--- src/rtl/rat_pkg.sv ---
// Shared constants, CFG address decode and priority helper for the interrupt controller.
package rat_pkg;

    localparam int unsigned MAX_CH = 8;
    localparam int unsigned VEC_W  = 10;
    localparam int unsigned ID_W   = 3;

    typedef enum logic [1:0] {
        CfgEnable = 2'b00,
        CfgMode   = 2'b01,
        CfgClear  = 2'b10,
        CfgRsvd   = 2'b11
    } cfg_addr_e;

    // Index of the lowest set bit; zero when nothing is set.
    function automatic logic [ID_W-1:0] first_set(input logic [MAX_CH-1:0] v);
        logic [ID_W-1:0] idx;
        idx = '0;
        for (int i = MAX_CH - 1; i >= 0; i--) begin
            if (v[i]) idx = ID_W'(i);
        end
        return idx;
    endfunction

endpackage

--- src/rtl/sync_edge.sv ---
// Two-flop synchronizer for one raw line plus a rising-edge pulse from a third flop.
module sync_edge (
    input  logic clk_i,
    input  logic rst_ni,
    input  logic d_i,
    output logic sync_o,
    output logic rise_o
);

    logic meta_q, sync_q, prev_q;

    // Synchronizer chain and edge-history flop.
    always_ff @(posedge clk_i or negedge rst_ni) begin
        if (!rst_ni) begin
            meta_q <= 1'b0;
            sync_q <= 1'b0;
            prev_q <= 1'b0;
        end else begin
            meta_q <= d_i;
            sync_q <= meta_q;
            prev_q <= sync_q;
        end
    end

    assign sync_o = sync_q;
    assign rise_o = sync_q & ~prev_q;

endmodule

--- src/rtl/intr_ctrl.sv ---
// Vectored interrupt controller: per-channel edge/level pending, fixed lowest-index priority,
// single level of service (no nesting), global enable handled with SEI/CLI/RETI.
module intr_ctrl
    import rat_pkg::*;
#(
    parameter int unsigned       NUM_CH   = 8,
    parameter logic [VEC_W-1:0]  VEC_BASE = 10'h3F8,
    parameter logic [NUM_CH-1:0] MODE_RST = '1
) (
    input  logic              CLK,
    input  logic              RESET,
    input  logic [NUM_CH-1:0] IRQ,
    input  logic              CFG_WE,
    input  logic [1:0]        CFG_ADDR,
    input  logic [7:0]        CFG_DIN,
    input  logic              GIE_SET,
    input  logic              GIE_CLR,
    input  logic              INT_ACK,
    input  logic              RETI,
    output logic              INT_REQ,
    output logic [VEC_W-1:0]  INT_VEC,
    output logic [ID_W-1:0]   INT_ID,
    output logic [MAX_CH-1:0] PEND,
    output logic              IN_SVC
);

    if (NUM_CH < 1 || NUM_CH > MAX_CH) begin : g_bad_num_ch
        $error("intr_ctrl: NUM_CH must be in 1..8");
    end
    if (int'(VEC_BASE) + int'(NUM_CH) - 1 > (2 ** VEC_W) - 1) begin : g_bad_vec_base
        $error("intr_ctrl: vector table overflows the 10-bit address space");
    end

    logic [NUM_CH-1:0] irq_sync, irq_rise;

    for (genvar i = 0; i < NUM_CH; i++) begin : g_sync
        sync_edge u_sync_edge (
            .clk_i  (CLK),
            .rst_ni (RESET),
            .d_i    (IRQ[i]),
            .sync_o (irq_sync[i]),
            .rise_o (irq_rise[i])
        );
    end

    logic [NUM_CH-1:0] en_q, en_d;
    logic [NUM_CH-1:0] mode_q, mode_d;  // 1 = edge, 0 = level
    logic [NUM_CH-1:0] pend_q, pend_d;
    logic              gie_q, gie_d;
    logic              in_svc_q, in_svc_d;
    logic              int_req_q, int_req_d;
    logic [ID_W-1:0]   id_q, id_d;

    cfg_addr_e         cfg_addr;
    logic [NUM_CH-1:0] cfg_din;
    logic              wr_en, wr_mode, wr_clr;
    logic              ack_acc;
    logic [NUM_CH-1:0] ack_clr, clr;
    logic [NUM_CH-1:0] active;
    logic [ID_W-1:0]   winner;

    assign cfg_addr = cfg_addr_e'(CFG_ADDR);
    assign cfg_din  = CFG_DIN[NUM_CH-1:0];
    assign wr_en    = CFG_WE && (cfg_addr == CfgEnable);
    assign wr_mode  = CFG_WE && (cfg_addr == CfgMode);
    assign wr_clr   = CFG_WE && (cfg_addr == CfgClear);

    // An acknowledge only counts while a request is actually being presented.
    assign ack_acc  = INT_ACK & int_req_q;
    assign ack_clr  = ack_acc ? (NUM_CH'(1) << id_q) : '0;
    assign clr      = ack_clr | (wr_clr ? cfg_din : '0);

    assign active   = pend_q & en_q;
    assign winner   = first_set(MAX_CH'(active));

    // Next-state for configuration, pending bits, global enable, service flag and request.
    always_comb begin
        en_d   = wr_en ? cfg_din : en_q;
        mode_d = wr_mode ? cfg_din : mode_q;
        pend_d = pend_q;

        for (int unsigned i = 0; i < NUM_CH; i++) begin
            // Level channels track the line; a write switching a channel to level drops any
            // latched edge at the same time.
            if (!mode_q[i] || (wr_mode && !cfg_din[i])) begin
                pend_d[i] = irq_sync[i];
            end else begin
                // A fresh edge beats a simultaneous clear.
                pend_d[i] = irq_rise[i] | (pend_q[i] & ~clr[i]);
            end
        end

        if (GIE_CLR || ack_acc) begin
            gie_d = 1'b0;
        end else if (GIE_SET || RETI) begin
            gie_d = 1'b1;
        end else begin
            gie_d = gie_q;
        end

        if (ack_acc) begin
            in_svc_d = 1'b1;
        end else if (RETI) begin
            in_svc_d = 1'b0;
        end else begin
            in_svc_d = in_svc_q;
        end

        int_req_d = gie_d & ~in_svc_d & (|active);

        // While servicing, the vector stays on the channel that was acknowledged.
        if (in_svc_d) begin
            id_d = id_q;
        end else begin
            id_d = (|active) ? winner : '0;
        end
    end

    // State registers.
    always_ff @(posedge CLK or negedge RESET) begin
        if (!RESET) begin
            en_q      <= '0;
            mode_q    <= MODE_RST;
            pend_q    <= '0;
            gie_q     <= 1'b0;
            in_svc_q  <= 1'b0;
            int_req_q <= 1'b0;
            id_q      <= '0;
        end else begin
            en_q      <= en_d;
            mode_q    <= mode_d;
            pend_q    <= pend_d;
            gie_q     <= gie_d;
            in_svc_q  <= in_svc_d;
            int_req_q <= int_req_d;
            id_q      <= id_d;
        end
    end

    assign INT_REQ = int_req_q;
    assign INT_ID  = id_q;
    assign INT_VEC = VEC_BASE + VEC_W'(id_q);
    assign PEND    = MAX_CH'(pend_q);
    assign IN_SVC  = in_svc_q;

endmodule

--- config.mk ---
export PLATFORM = sky130hd
export DESIGN_NAME = intr_ctrl
export DESIGN_NICKNAME = d
export VERILOG_FILES = /design/src/rtl/rat_pkg.sv /design/src/rtl/sync_edge.sv /design/src/rtl/intr_ctrl.sv
export SDC_FILE = /design/constraint.sdc
export NUM_CORES = 1
export LEC_CHECK = 0
export ABC_AREA = 1
export CORE_MARGIN = 4
export CORE_UTILIZATION = 49
export CTS_CLUSTER_DIAMETER = 100
export DETAILED_ROUTE_END_ITERATION = 8
export PLACE_DENSITY = 0.76
export SLEW_MARGIN = 0
export SYNTH_ARGS = -nofsm -noshare
export SYNTH_HDL_FRONTEND = slang
export SYNTH_SLANG_ARGS = --single-unit
export TNS_END_PERCENT = 10
--- constraint.sdc ---
create_clock -name CLK -period 1.1 [get_ports CLK]
set_input_delay 0.275 -clock CLK [delete_from_list [all_inputs] [get_ports CLK]]
set_output_delay 0.275 -clock CLK [all_outputs]
set_load 0.005 [all_outputs]
==> qor.csv, run 1 <==
metric,value,unit
hold_crit_class,reg -> reg,
ys_ff_latch,54,
clk_pin_slew_worst_paths,0.09,ns
final_core_util,72.29,%
total_die_area,0.005419,sq mm
place.gp.congestion,0.8433,
start_util,51.62,%
cts_buffers,5,
drt_first_iter_violations,107,
netlist_instances,214,
drc,0,
layout.cells.most_common,sky130_fd_sc_hd__dfrtp_1,
final_max_slew_viol_count,0,
grt-ovfl-total,0,
peakVddDrop,1.042,mV
layout_common_cells,"sky130_fd_sc_hd__dfrtp_1, sky130_fd_sc_hd__nand2_1, sky130_fd_sc_hd__o21ai_0, sky130_fd_sc_hd__inv_1, sky130_fd_sc_hd__clkdlybuf4s50_1",
max_freq,836.6,MHz
timing_hold_violations_final,0,
grt_first_pass_wirelength,7.355,mm
fp.coreArea,0.004086,sq mm
worst_slack,-0.09539,ns
cts_tree,built,
postRouteAntennaNets,0,
via_count_of_the_first_global_routing_pass,1590,
design.final.nets,310,
max-cap-violations,0,
detailed_place_hpwl,2.881,mm
die_width,73.62,microns
clk_latency,0.30,ns
final_critical_path_time_including_i_o_delays_and_setup,1.195,ns
worst_clock_skew,0.007323,ns
synth_top_family_by_area,simple AND/OR/NAND/NOR gates,
root_buffer,sky130_fd_sc_hd__clkbuf_8,
number_of_input_and_output_port_buffers_inserted,40,
number_of_antenna_violations_at_the_first_check_in_global_routing,0,
cts-root-to-sink-buffers,2,
yosysSeqAreaShare,64.53,%
ys_types,18,
fin_crit_sh,108.7,%
final_layout_size_suffix_gt1_share,31.82,%
cts_max_level,2,
drt_pass1_iterations,4,
die_h,73.62,microns
critical_path.max_fanout,2,
worst_ep_required_time,0.82,ns
cellPowerDensity,1822,mW/mm^2
cts_sinks,54,
worstSetupEndpointType,output pin,
synthesis.yosys.warnings,0,
viasPerCell,4.938,
synth_simple_gate_area_share,15.60,%
netlist_area,0.002110,sq mm
ws_path_type,reg -> out,
globalRouteTotalUtil,18.03,%
grt_start_max_net_pins,55,
finalHoldWorstSlack,0.3533,ns
yosys.area_share.adder,0,%
antennaDiodeCount,0,
setup_repair_after_global_routing_missed_its_margin,true,
status,"complete, but fails checks",
worst_setup_path_start_kind,flip-flop,
share_of_the_synthesized_area_in_compound_gates_ao_oa_aoi_oai,10.74,%
top_level_i_o_count,48,
wl_per_cell,13.23,microns
design_area,0.002954,sq mm
flow.area_growth_from_synthesis,40.04,%
fin_tns_setup,-0.6195,ns
failed_checks,negative setup slack,
setup_viol,12,
cp.arrival,0.92,ns
synth_area_per_cell,9.858,sq um
power_leakage,1.468,nW
placementRows,23,
detailed_place.area,0.002659,sq mm
wl,4.445,mm
multiplexer_share_of_the_synthesized_area,0,%
synth_xor_xnor_area_share,0,%
detailroute.via_count,1659,
[where the power goes]
group | switching, mW | internal, mW | total (mW)
clock network | 0.586 | 0.742 | 1.33
registers | 0.157 | 2.29 | 2.45
logic | 0.801 | 0.803 | 1.60
[sequential cells by signal (all words and copies together) (netlist names)]
register	flops
INT_ID	3
INT_REQ	1
IN_SVC	1
PEND	8
en_q	8
g_sync.u_sync_edge.meta_q	8
g_sync.u_sync_edge.prev_q	8
g_sync.u_sync_edge.sync_o	8
gie_q	1
mode_q	8
[final timing paths]
kind	from	to	slack [ns]	cells past startpoint
worst max register to register	PEND[7]	INT_ID[0]	-0.07	11
max in group asynchronous	RESET	mode_q[6]	0.31	3
worst min register to register	g_sync[1].u_sync_edge.meta_q	g_sync[1].u_sync_edge.sync_o	0.35	0
min in group asynchronous	RESET	g_sync[7].u_sync_edge.meta_q	0.48	3
worst min-delay path	g_sync[1].u_sync_edge.meta_q	g_sync[1].u_sync_edge.sync_o	0.35	0
worst max-delay path	INT_ID[0]	INT_ID[0]	-0.1	2
[synthesized netlist by cell type]
| cell type | number | area share (%) |
|---|---|---|
| sky130_fd_sc_hd__a21oi_2 | 1 | 0.42 |
| sky130_fd_sc_hd__buf_2 | 1 | 0.24 |
| sky130_fd_sc_hd__buf_4 | 10 | 3.6 |
| sky130_fd_sc_hd__buf_6 | 1 | 0.53 |
| sky130_fd_sc_hd__conb_1 | 1 | 0.18 |
| sky130_fd_sc_hd__dfrtp_1 | 46 | 55 |
| sky130_fd_sc_hd__dfstp_2 | 8 | 10 |
| sky130_fd_sc_hd__inv_1 | 26 | 4.6 |
| sky130_fd_sc_hd__nand2_1 | 53 | 9.4 |
| sky130_fd_sc_hd__nand3_1 | 10 | 2.4 |
| sky130_fd_sc_hd__nand3b_4 | 1 | 0.95 |
| sky130_fd_sc_hd__nand4_1 | 1 | 0.30 |
| sky130_fd_sc_hd__nor2_1 | 10 | 1.8 |
| sky130_fd_sc_hd__nor2_2 | 1 | 0.30 |
| sky130_fd_sc_hd__nor3_1 | 2 | 0.47 |
| sky130_fd_sc_hd__o21ai_0 | 36 | 8.5 |
| sky130_fd_sc_hd__o21ai_1 | 4 | 0.95 |
| sky130_fd_sc_hd__o21ai_2 | 2 | 0.83 |
[metal layers]
layer | vias to the layer above | wire length (microns) | global-route usage, % | share of wire (%)
met5 | - | 0 | 0 | 0
met4 | 0 | 72 | 4.225 | 1.6
met3 | 7 | 293 | 4.378 | 6.6
met2 | 45 | 2320 | 30.31 | 52
met1 | 796 | 1759 | 23.61 | 40
li1 | 811 | - | - | -
[per-stage QoR]
stage / instances / setup WS, ns / total power [mW]
after global routing: 336 / -0.1888 / 5.700
after detailed placement: 316 / -0.5387 / 3.717
after floorplan: 220 / 0.05253 / 3.027
after CTS: 335 / -0.1043 / 5.254
after global placement: 316 / -0.4339 / 3.670
final: 336 / -0.09539 / 5.382
[worst max-delay path: stages, from the launching register on]
cell and delay (ns):
sky130_fd_sc_hd__dfrtp_1 0.40, sky130_fd_sc_hd__buf_6 0.12, sky130_fd_sc_hd__buf_6 0.10
[cell type report]
cell class	instances	area, sq um
sequential	54	1361
fill	309	1132
multi-input combinational	129	718.2
timing repair buffer	69	595.6
inverter	26	100.1
clock buffer	7	86.33
tap	50	62.56
clock inverter	1	30.03
[cells by family (layout without fill, tap and decap cells)]
kind of cell	after synthesis	in the layout
AOI/OAI and AO/OA	43	43
buffers and inverters	38	103
other	1	7
and+or+nand+nor	78	79
DFF	54	54
[timing repair]
action	CTS	global route
endpoints found under the setup margin	36	28
buffers inserted	9	2
resized for setup	78	36
endpoints found under the hold margin	46	0
hold buffers	1	0
pin swaps	2	12
gates cloned	1	0
Note: power is estimated with default switching activity, not from simulation.
==> inputs of run 2 (changes only) <==
--- a/config.mk
+++ b/config.mk
@@ -7,10 +7,11 @@
 export LEC_CHECK = 0
 export ABC_AREA = 1
 export CORE_MARGIN = 4
-export CORE_UTILIZATION = 49
+export CORE_UTILIZATION = 51
+export CTS_BUF_LIST = sky130_fd_sc_hd__clkbuf_2
 export CTS_CLUSTER_DIAMETER = 100
 export DETAILED_ROUTE_END_ITERATION = 8
-export PLACE_DENSITY = 0.76
+export PLACE_DENSITY = 0.79
 export SLEW_MARGIN = 0
 export SYNTH_ARGS = -nofsm -noshare
 export SYNTH_HDL_FRONTEND = slang
==> qor.csv, run 2 (same netlist as run 1, synthesis figures left out) <==
metric,value,unit,change
hold_path_end,g_sync[7].u_sync_edge.meta_q,,
flow.area_growth_from_synthesis,33.63,%,
timing.reg2reg.worst_path_depth,8,,-3
via_count_of_the_first_global_routing_pass,1566,,-1.5%
grt_first_pass_wirelength,6.693,mm,-9.0%
start_util,52.74,%,+1.1 points
failed_checks,negative setup slack,,
worstSetupEndpointType,output pin,,
worst_setup_path_start_kind,flip-flop,,
worst_slack,-0.2825,ns,-0.1871 ns
crit_top_cell,sky130_fd_sc_hd__buf_6,,
cellPowerDensity,1642,mW/mm^2,-9.9%
timing.critical_path.depth,2,,unchanged
cts_sinks,54,,unchanged
viasPerCell,4.778,,-3.2%
top_level_i_o_count,48,,unchanged
cell_by_cell_trace_of_the_critical_path,buf_6 -> buf_6,,
fin_tns_setup,-4.065,ns,-3.446 ns
stdcell_count,338,,+0.60%
die_h,72.32,microns,-1.8%
setup_repair_after_global_routing_missed_its_margin,true,,
detailroute.via_count,1615,,-2.7%
cts_tree,built,,
design.final.nets,312,,+0.65%
postRouteAntennaNets,0,,unchanged
reg2reg_from,INT_ID[2],,
worst_clock_skew,0.01798,ns,+0.01066 ns
status,"complete, but fails checks",,
place.gp.congestion,0.9280,,+10%
fillerInstances,310,,+0.32%
setup_viol,28,,+16
final_core_util,70.47,%,-1.8 points
root_buffer,sky130_fd_sc_hd__clkbuf_2,,
final_layout_size_suffix_gt1_share,30.21,%,-1.6 points
grt_start_max_net_pins,55,,unchanged
finalHoldWorstSlack,0.2402,ns,-0.1131 ns
critical_path.reg2reg.endpoint,PEND[4],,
timing.critical_path.max_delay_family,flip-flops,,
hold-path-cell-count,1,,+1
placementRows,23,,unchanged
drt_pass1_iterations,4,,unchanged
reg2reg_setup_slack,-0.16,ns,-0.09 ns
number_of_antenna_violations_at_the_first_check_in_global_routing,0,,unchanged
max_freq,723.3,MHz,-14%
crit_path_top_delay_cell,sky130_fd_sc_hd__dfrtp_1,,
cts-root-to-sink-buffers,2,,unchanged
antennaDiodeCount,0,,unchanged
layout_common_cells,"sky130_fd_sc_hd__dfrtp_1, sky130_fd_sc_hd__nand2_1, sky130_fd_sc_hd__o21ai_0, sky130_fd_sc_hd__buf_4, sky130_fd_sc_hd__clkdlybuf4s50_1",,
total_die_area,0.005229,sq mm,-3.5%
hold_crit_class,in -> reg,,
clk_latency,0.43,ns,+0.13 ns
cp.arrival,1.11,ns,+0.19 ns
final_max_slew_viol_count,0,,unchanged
cts_buffers,5,,unchanged
wl_per_cell,12.17,microns,-8.0%
placed_cells,318,,+0.63%
clk_pin_slew_worst_paths,0.25,ns,+0.16 ns
ws_path_type,reg -> out,,
max-cap-violations,0,,unchanged
globalRouteTotalUtil,16.87,%,-1.2 points
critical_path.n_buffers_inverters,2,,unchanged
power_leakage,1.414,nW,-3.7%
number_of_input_and_output_port_buffers_inserted,40,,unchanged
fp.coreArea,0.004000,sq mm,-2.1%
final_critical_path_time_including_i_o_delays_and_setup,1.382,ns,+0.1871 ns
timing_hold_violations_final,0,,unchanged
die_width,72.32,microns,-1.8%
wl,4.112,mm,-7.5%
drt_first_iter_violations,66,,-38%
peakVddDrop,1.030,mV,-1.1%
startpoint_of_the_most_critical_hold_path,IRQ[7],,
drc,0,,unchanged
fin_crit_sh,125.7,%,+17 points
critical_path.max_fanout,2,,unchanged
cts_max_level,2,,unchanged
detailed_place_hpwl,2.925,mm,+1.5%
grt-ovfl-total,0,,unchanged
worst_ep_required_time,0.82,ns,about the same
max_stage_delay,0.45,ns,+0.05 ns
[run 2: cell types whose count changed in the layout (fill, tap and decap cells not counted), sizes merged]
cell / previous run / this run
clkdlybuf4s50: 20 / 23
dlygate4sd2: 3 / 0
buf: 34 / 36
clkinv: 0 / 2
bufinv: 1 / 0
nand3b: 2 / 1
[run 2: how the worst max path moves through the flow]
stage,from,to,slack [ns]
after global placement,CFG_ADDR[0],PEND[3],-0.44
after floorplan,INT_REQ,INT_ID[2],0.05
after global routing,INT_ID[0],INT_VEC[0],-0.35
after CTS,INT_ID[1],INT_ID[1],-0.30
after detailed placement,CFG_ADDR[0],PEND[4],-0.63
final,INT_ID[0],INT_VEC[0],-0.28
[run 2: power breakdown]
| group | total [mW] | internal [mW] | switching, mW |
|---|---|---|---|
| clock network | 0.722 | 0.157 | 0.566 |
| registers | 2.43 | 2.29 | 0.140 |
| logic | 1.47 | 0.784 | 0.689 |
[run 2: final cells by class]
cell class | instances | area [sq um] | area share (%)
Inverter | 26 | 97.59 | 3.462
Timing Repair Buffer | 72 | 616.8 | 21.88
Clock buffer | 6 | 30.03 | 1.065
Clock inverter | 2 | 8.758 | 0.3107
Tap cell | 50 | 62.56 | 2.219
Multi-Input combinational cell | 128 | 641.9 | 22.77
Sequential cell | 54 | 1361 | 48.29
[run 2: stage by stage]
stage               setup slack, ns  area (sq um)  power [mW]
floorplan                   0.05253          2132       3.027
global route                -0.3490          2819       4.931
finish                      -0.2825          2819       4.630
global placement            -0.4356          2674       3.686
detailed placement          -0.6287          2674       3.737
CTS                         -0.3000          2853       4.672
[run 2: metal layers]
metal,wire (microns),global-route usage (%),vias up,part of all wire [%]
met5,0,0,-,0
met4,57,6.889,0,1.4
met3,259,4.986,7,6.3
met2,2036,28.72,40,50
met1,1759,19.96,760,43
li1,-,-,808,-
[run 2: repair_timing]
action                                 CTS  global route
endpoints found under the hold margin   46             0
pin swaps                                1             0
buffers inserted                        11             0
resized for setup                       65            25
setup endpoints to repair               30            33
hold buffers                             1             0
